<file path="src/rtl/eth_tx_pkg.sv">
// Shared constants for the 10G TX path: frame limits, arbiter state encoding,
// and a small one-hot helper.
package eth_tx_pkg;

  localparam int ETH_MAX_FRAME_BYTES = 1518;
  localparam int ETH_BUS_BYTES       = 4;
  // A partial last word still costs a full beat, so round up.
  localparam int ETH_MAX_BEATS       = (ETH_MAX_FRAME_BYTES + ETH_BUS_BYTES - 1) / ETH_BUS_BYTES;
  localparam int TRUNC_CNT_W         = 16;

  typedef logic [1:0] arb_state_t;

  localparam logic [1:0] ST_IDLE  = 2'd0;
  localparam logic [1:0] ST_FWD   = 2'd1;
  localparam logic [1:0] ST_DRAIN = 2'd2;

  function automatic logic [2:0] onehot_to_idx(input logic [7:0] oh);
    logic [2:0] idx;
    idx = '0;
    for (int i = 0; i < 8; i++) begin
      if (oh[i]) idx = 3'(i);
    end
    return idx;
  endfunction

endpackage

</file>
<file path="src/rtl/tx_frame_arbiter_rr_pick.sv">
// Combinational round-robin search: first requester after i_last_grant,
// wrapping around; returns a one-hot grant and a valid flag.
module rr_pick #(
  parameter int NUM_PORTS = 4,
  parameter int IDX_W     = 2
) (
  input  logic [NUM_PORTS-1:0] i_req,
  input  logic [IDX_W-1:0]     i_last_grant,
  output logic [NUM_PORTS-1:0] o_grant,
  output logic                 o_valid
);

  logic [IDX_W-1:0] w_idx;

  always_comb begin
    o_grant = '0;
    o_valid = 1'b0;
    w_idx   = '0;
    // i == NUM_PORTS lands back on the last winner, so it only wins when alone.
    for (int i = 1; i <= NUM_PORTS; i++) begin
      w_idx = IDX_W'((int'(i_last_grant) + i) % NUM_PORTS);
      if (!o_valid && i_req[w_idx]) begin
        o_grant[w_idx] = 1'b1;
        o_valid        = 1'b1;
      end
    end
  end

endmodule

</file>
<file path="src/rtl/tx_frame_arbiter.sv">
// Frame-level round-robin arbiter in front of the TX MAC. Holds a grant for a
// whole frame, cuts runaway frames at MAX_BEATS and discards their tail.
module tx_frame_arbiter
  import eth_tx_pkg::*;
#(
  parameter int NUM_PORTS       = 4,
  parameter int AXIS_DATA_WIDTH = 32,
  parameter int AXIS_DATA_BYTES = AXIS_DATA_WIDTH / 8,
  parameter int MAX_BEATS       = ETH_MAX_BEATS
) (
  input  logic                                   tx_clk,
  input  logic                                   tx_rst,
  input  logic [NUM_PORTS*AXIS_DATA_WIDTH-1:0]   in_slave_tdata,
  input  logic [NUM_PORTS*AXIS_DATA_BYTES-1:0]   in_slave_tkeep,
  input  logic [NUM_PORTS-1:0]                   in_slave_tvalid,
  input  logic [NUM_PORTS-1:0]                   in_slave_tlast,
  output logic [NUM_PORTS-1:0]                   out_slave_tready,
  output logic [AXIS_DATA_WIDTH-1:0]             out_master_tdata,
  output logic [AXIS_DATA_BYTES-1:0]             out_master_tkeep,
  output logic                                   out_master_tvalid,
  output logic                                   out_master_tlast,
  input  logic                                   in_master_tready,
  input  logic                                   in_pause,
  output logic [NUM_PORTS-1:0]                   out_grant,
  output logic                                   out_trunc_pulse,
  output logic [TRUNC_CNT_W-1:0]                 out_trunc_count
);

  localparam int IDX_W  = $clog2(NUM_PORTS);
  localparam int BEAT_W = $clog2(MAX_BEATS + 1);

  arb_state_t              r_state;
  logic [NUM_PORTS-1:0]    r_grant;
  logic [IDX_W-1:0]        r_last_grant;
  logic [BEAT_W-1:0]       r_beat_cnt;
  logic [TRUNC_CNT_W-1:0]  r_trunc_count;

  logic [NUM_PORTS-1:0]       w_pick_grant;
  logic                       w_pick_valid;
  logic [2:0]                 w_pick_idx_full;
  logic [IDX_W-1:0]           w_pick_idx;
  logic [AXIS_DATA_WIDTH-1:0] w_src_tdata;
  logic [AXIS_DATA_BYTES-1:0] w_src_tkeep;
  logic                       w_src_tvalid;
  logic                       w_src_tlast;
  logic                       w_force_last;
  logic                       w_fwd_accept;
  logic                       w_drain_accept;

  rr_pick #(
    .NUM_PORTS (NUM_PORTS),
    .IDX_W     (IDX_W)
  ) u_rr_pick (
    .i_req        (in_slave_tvalid),
    .i_last_grant (r_last_grant),
    .o_grant      (w_pick_grant),
    .o_valid      (w_pick_valid)
  );

  assign w_pick_idx_full = onehot_to_idx(8'(w_pick_grant));
  assign w_pick_idx      = w_pick_idx_full[IDX_W-1:0];

  // r_last_grant doubles as the index of the source currently being served.
  assign w_src_tdata  = in_slave_tdata[int'(r_last_grant)*AXIS_DATA_WIDTH +: AXIS_DATA_WIDTH];
  assign w_src_tkeep  = in_slave_tkeep[int'(r_last_grant)*AXIS_DATA_BYTES +: AXIS_DATA_BYTES];
  assign w_src_tvalid = in_slave_tvalid[r_last_grant];
  assign w_src_tlast  = in_slave_tlast[r_last_grant];

  assign w_force_last   = (r_beat_cnt == BEAT_W'(MAX_BEATS - 1));
  assign w_fwd_accept   = (r_state == ST_FWD) && w_src_tvalid && in_master_tready;
  assign w_drain_accept = (r_state == ST_DRAIN) && w_src_tvalid;

  assign out_trunc_pulse = w_fwd_accept && w_force_last && !w_src_tlast;
  assign out_grant       = r_grant;
  assign out_trunc_count = r_trunc_count;

  always_comb begin
    out_master_tdata  = '0;
    out_master_tkeep  = '0;
    out_master_tvalid = 1'b0;
    out_master_tlast  = 1'b0;
    out_slave_tready  = '0;
    case (r_state)
      ST_FWD: begin
        out_master_tdata  = w_src_tdata;
        out_master_tkeep  = w_src_tkeep;
        out_master_tvalid = w_src_tvalid;
        out_master_tlast  = w_src_tlast || w_force_last;
        out_slave_tready  = r_grant & {NUM_PORTS{in_master_tready}};
      end
      ST_DRAIN: begin
        out_slave_tready  = r_grant;
      end
      default: begin
      end
    endcase
  end

  always_ff @(posedge tx_clk) begin
    if (tx_rst) begin
      r_state       <= ST_IDLE;
      r_grant       <= '0;
      r_last_grant  <= IDX_W'(NUM_PORTS - 1);
      r_beat_cnt    <= '0;
      r_trunc_count <= '0;
    end else begin
      case (r_state)
        ST_IDLE: begin
          r_beat_cnt <= '0;
          if (!in_pause && w_pick_valid) begin
            r_grant      <= w_pick_grant;
            r_last_grant <= w_pick_idx;
            r_state      <= ST_FWD;
          end
        end
        ST_FWD: begin
          if (w_fwd_accept) begin
            if (w_src_tlast) begin
              r_state    <= ST_IDLE;
              r_grant    <= '0;
              r_beat_cnt <= '0;
            end else if (w_force_last) begin
              r_state    <= ST_DRAIN;
              r_beat_cnt <= '0;
              if (r_trunc_count != '1) r_trunc_count <= r_trunc_count + 1'b1;
            end else begin
              r_beat_cnt <= r_beat_cnt + 1'b1;
            end
          end
        end
        ST_DRAIN: begin
          if (w_drain_accept && w_src_tlast) begin
            r_state <= ST_IDLE;
            r_grant <= '0;
          end
        end
        default: begin
          r_state <= ST_IDLE;
          r_grant <= '0;
        end
      endcase
    end
  end

endmodule

</file>
<file path="config.mk">
export PLATFORM = sky130hd
export DESIGN_NAME = tx_frame_arbiter
export DESIGN_NICKNAME = d
export VERILOG_FILES = /design/src/rtl/eth_tx_pkg.sv /design/src/rtl/tx_frame_arbiter_rr_pick.sv /design/src/rtl/tx_frame_arbiter.sv
export SDC_FILE = /design/constraint.sdc
export NUM_CORES = 1
export LEC_CHECK = 0
export ABC_AREA = 1
export ABC_CLOCK_PERIOD_IN_PS = 2900
export CAP_MARGIN = 10
export CORE_MARGIN = 3
export CORE_UTILIZATION = 39
export CTS_CLUSTER_DIAMETER = 30
export CTS_CLUSTER_SIZE = 28
export DETAILED_ROUTE_END_ITERATION = 16
export GPL_ROUTABILITY_DRIVEN = 0
export PLACE_DENSITY = 0.83
export SLEW_MARGIN = 15
export SYNTH_ARGS = -nofsm -noshare
export SYNTH_HDL_FRONTEND = slang
export SYNTH_SLANG_ARGS = --single-unit
</file>
<file path="constraint.sdc">
create_clock -name tx_clk -period 2.9 [get_ports tx_clk]
set_input_delay 0.58 -clock tx_clk [delete_from_list [all_inputs] [get_ports tx_clk]]
set_output_delay 0.58 -clock tx_clk [all_outputs]
set_load 0.01 [all_outputs]
</file>
==> key figures <==
Synthesis
  • Yosys synthesis warning count: 0
  • Simple-gate share of the synthesized area: 44.9%
  • Combinational family with the most area after synthesis: simple AND/OR/NAND/NOR gates
  • Synthesized flop and latch total: 33
  • Synth cell types: 35
  • Syn Nets: 808
  • Xor and xnor area share after synthesis: about 3.1%
  • Post-synthesis compound-gate area fraction: between 20% and 30%
  • Top_reg_cell synth: dfxtp_1
  • Post-synth EDFFs: 0
  • Post-synthesis mux area share: 0%
  • Sequential fraction of the synthesis area: approximately 18%
  • Post-Synth Adder-Cell Area: 4.44%
  • Cells after synthesis: 639
  • Async SR Flop Fraction: 0%
  • Area of the mapped netlist: 0.00366 sq mm
  • Avg Inst Size Synth: roughly 5.7 sq um

Critical path
  • Critical path cell sequence: clkdlybuf4s50_1 > inv_1 > nand2_2 > nand3_2 > nand2_4 > nand2_4 > nor3_4 > clkdlybuf4s50_1
  • CP startpoint kind: input pin
  • Worst setup EP type: output port
  • WP data arrival: 2220 ps
  • R2r setup slk: 700 ps
  • Crit path depth: 8
  • Slowest stage delay, CP: 560 ps
  • Top Family by Delay on Critical Path: buffers and inverters
  • Slowest stage cell, crit path: clkdlybuf4s50_1
  • CP required: between 2000 and 2500 ps
  • Worst Path Buf+Inv: 3
  • R2r endpoint: r_state[1]
  • Crit path capture: out_trunc_pulse
  • CP Max Fanout: 6
  • Crit Path Category: input pin to output port
  • Reg2Reg Depth: 13
  • R2R Path Start: r_last_grant[1]
  • Crit path launch: in_slave_tvalid[0]

Final layout
  • Fillers: 785
  • Share of cells above drive strength 1: a little over a tenth
  • Most frequent cells in the layout: clkdlybuf4s50_1, nor2_1, nand2_1
  • P&R area growth vs syn: 67.5%
  • Finished Layout Cells: 956
  • Fin nets: roughly 1000
  • Commonest non-fill, non-tap cell in the layout: clkdlybuf4s50_1
  • Non-Filler Cell Area, Final: between 0.006 and 0.007 sq mm
  • Ant diodes: 0

Power and ir drop
  • Lkg Pwr: 2.36 nW
  • Power per cell area: ~740 mW/mm^2
  • Internal Pwr Total: 2.23 mW
  • Sequential power share: between 10% and 20%
  • Switching Share: 50.9%
  • Gate power share: around 77%
  • Switching power: roughly 2.3 mW
  • Clock group share of total power: 10.1%
  • Max VDD drop: 0.391 mV

Floorplan
  • Initial Util: 41.0%
  • Ports: 219
  • Die Width: 103 um
  • Core Rows: 34
  • Core Box Area: 0.00893 sq mm
  • Die height: 103 um
  • Total die area: about 0.011 sq mm

Detailed routing
  • Initial DRC count: around 210
  • Vias/cell: around 5.2
  • Post-DRT Antenna Nets: 0
  • DR DRC count: 0
  • DR WL/cell: about 15 um
  • Post-Route WL: about 15000 um
  • Via count: 4998
  • DR pass1 iterations: 5

STA
  • Slew headroom: 69.6%
  • Final setup viols: 0
  • Slew Limit Fails: 0
  • FMAX: approximately 0.36 GHz
  • RSZ-0062 raised after global routing: no
  • Min Tclk post-route: 2800 ps
  • Slew at the pin with the worst max-slew slack: 456 ps
  • Hold Fails Final Rpt: 0
  • Sum of negative setup slack: 0 ps
  • Tcrit/Tclk final: 96.4%
  • Post-Route Skew: ~11 ps

Place
  • # placed instances: 946
  • Area after DPL: between 0.005 and 0.006 sq mm
  • DP HPWL: 11600 um
  • Port Buffers: approximately 220

Clock tree
  • CTS clk-pin slew, worst paths: 60 ps
  • Max clock buf depth: 2
  • Worst-skew pair later-pin latency: 290 ps
  • TritonCTS sink count: 33
  • Hold-fix buffers, CTS: 0
  • H-tree lvl count: 2
  • CTS Buf Count: 5
  • CTS tree: built
  • Clock root buffer: clkbuf_8

Flow run
  • Max_cap viols: 0

Global route
  • Vias in the first global route: 4867
  • First-pass GRT wire length: between 20000 and 25000 um
  • Initial antenna violation count: 0
  • GRT Overall Usage: 26.8%
  • Global route overflow: 0
  • Largest net degree at the start of global routing: between 40 and 50

Hold path
  • Hold crit path type: flip-flop to flip-flop

Status
  • Status: completed
what timing repair did:
item	4_1_cts	5_1_grt
endpoints found under the setup margin	1	23
setup buffers	2	0
pin swaps	0	0
endpoints found under the hold margin	0	0
gates resized for setup	1	2
flip-flops by register name, summed over array words and instances (netlist names):
signal           count
out_trunc_count     16
r_beat_cnt           9
out_grant            4
r_last_grant         2
r_state              2
layer usage:
metal | track usage (%) | part of all wire [%] | vias up
met2 | 48.5 | 50 | 226
met4 | 10.7 | 3.9 | 0
met1 | 29.7 | 38 | 2238
met5 | 0 | 0 | -
met3 | 6.97 | 8.1 | 37
li1 | - | - | 2497
through the flow:
stage | hold WS, ps | utilization [%] | setup slack [ps] | power [mW]
3_5_place_dp | 475 | 67.1 | 112 | 4.04
4_1_cts | 486 | 68.6 | 1.06 | 4.54
6_report | 482 | 68.6 | 103 | 4.54
5_1_grt | 510 | 68.6 | 16.0 | 4.93
3_3_place_gp | 470 | 67.1 | 149 | 3.95
2_1_floorplan | 456 | - | 548 | 2.79
worst min-delay path by stage:
stage                             start       endpoint  slack (ps)  cells past startpoint
after floorplan              r_state[0]     r_state[0]         460                      2
after global placement       r_state[0]     r_state[0]         470                      2
after detailed placement  r_beat_cnt[1]  r_beat_cnt[1]         480                      2
after CTS                 r_beat_cnt[1]  r_beat_cnt[1]         490                      2
after global routing      r_beat_cnt[1]  r_beat_cnt[1]         510                      2
final                     r_beat_cnt[1]  r_beat_cnt[1]         480                      2
cell families after synthesis:
group                      after synthesis
AOI/OAI and AO/OA                      141
xor gates and xnor gates                13
adders and majority gates               13
buffers and inverters                   75
DFF                                     33
and+or+nand+nor                        364
cell usage after synthesis (6+ instances only):
cell type  number  share of area (%)
nor2_1        176                 18
nand2_1        87                8.9
o21ai_0        74                 10
a21oi_1        51                7.0
nand3_1        39                5.3
dfxtp_1        33                 18
inv_1          31                3.2
nand2_2        21                3.6
clkbuf_1       17                1.7
ha_1           13                4.4
a21oi_2        11                2.6
nor3_1         11                1.5
xor2_1         11                2.6
buf_2          10                1.4
inv_2           7               0.72
nor2_2          7                1.2
buf_1           6               0.62
power by group through the flow:
stage	sequential (mW)	combinational [mW]	clock, mW
after CTS	0.602	3.47	0.460
after floorplan	0.577	2.21	0
after global placement	0.608	3.34	0
after detailed placement	0.612	3.43	0
after global routing	0.617	3.84	0.481
final	0.606	3.48	0.457
worst min-delay path: stages (launching register included):
cell,delay (ps)
dfxtp_1,320
nand2_1,60
a21oi_1,50
final cells by class:
class                      count  area [sq um]  area share [%]
tap                          108           135            2.20
multi-input combinational    531          2690            43.8
clock inverter                 1          30.0           0.490
clock buffer                   7          86.3            1.41
sequential                    33           666            10.9
inverter                      40           161            2.63
timing repair buffer         236          2370            38.6
No activity file was read; power rests on OpenSTA's default activity.
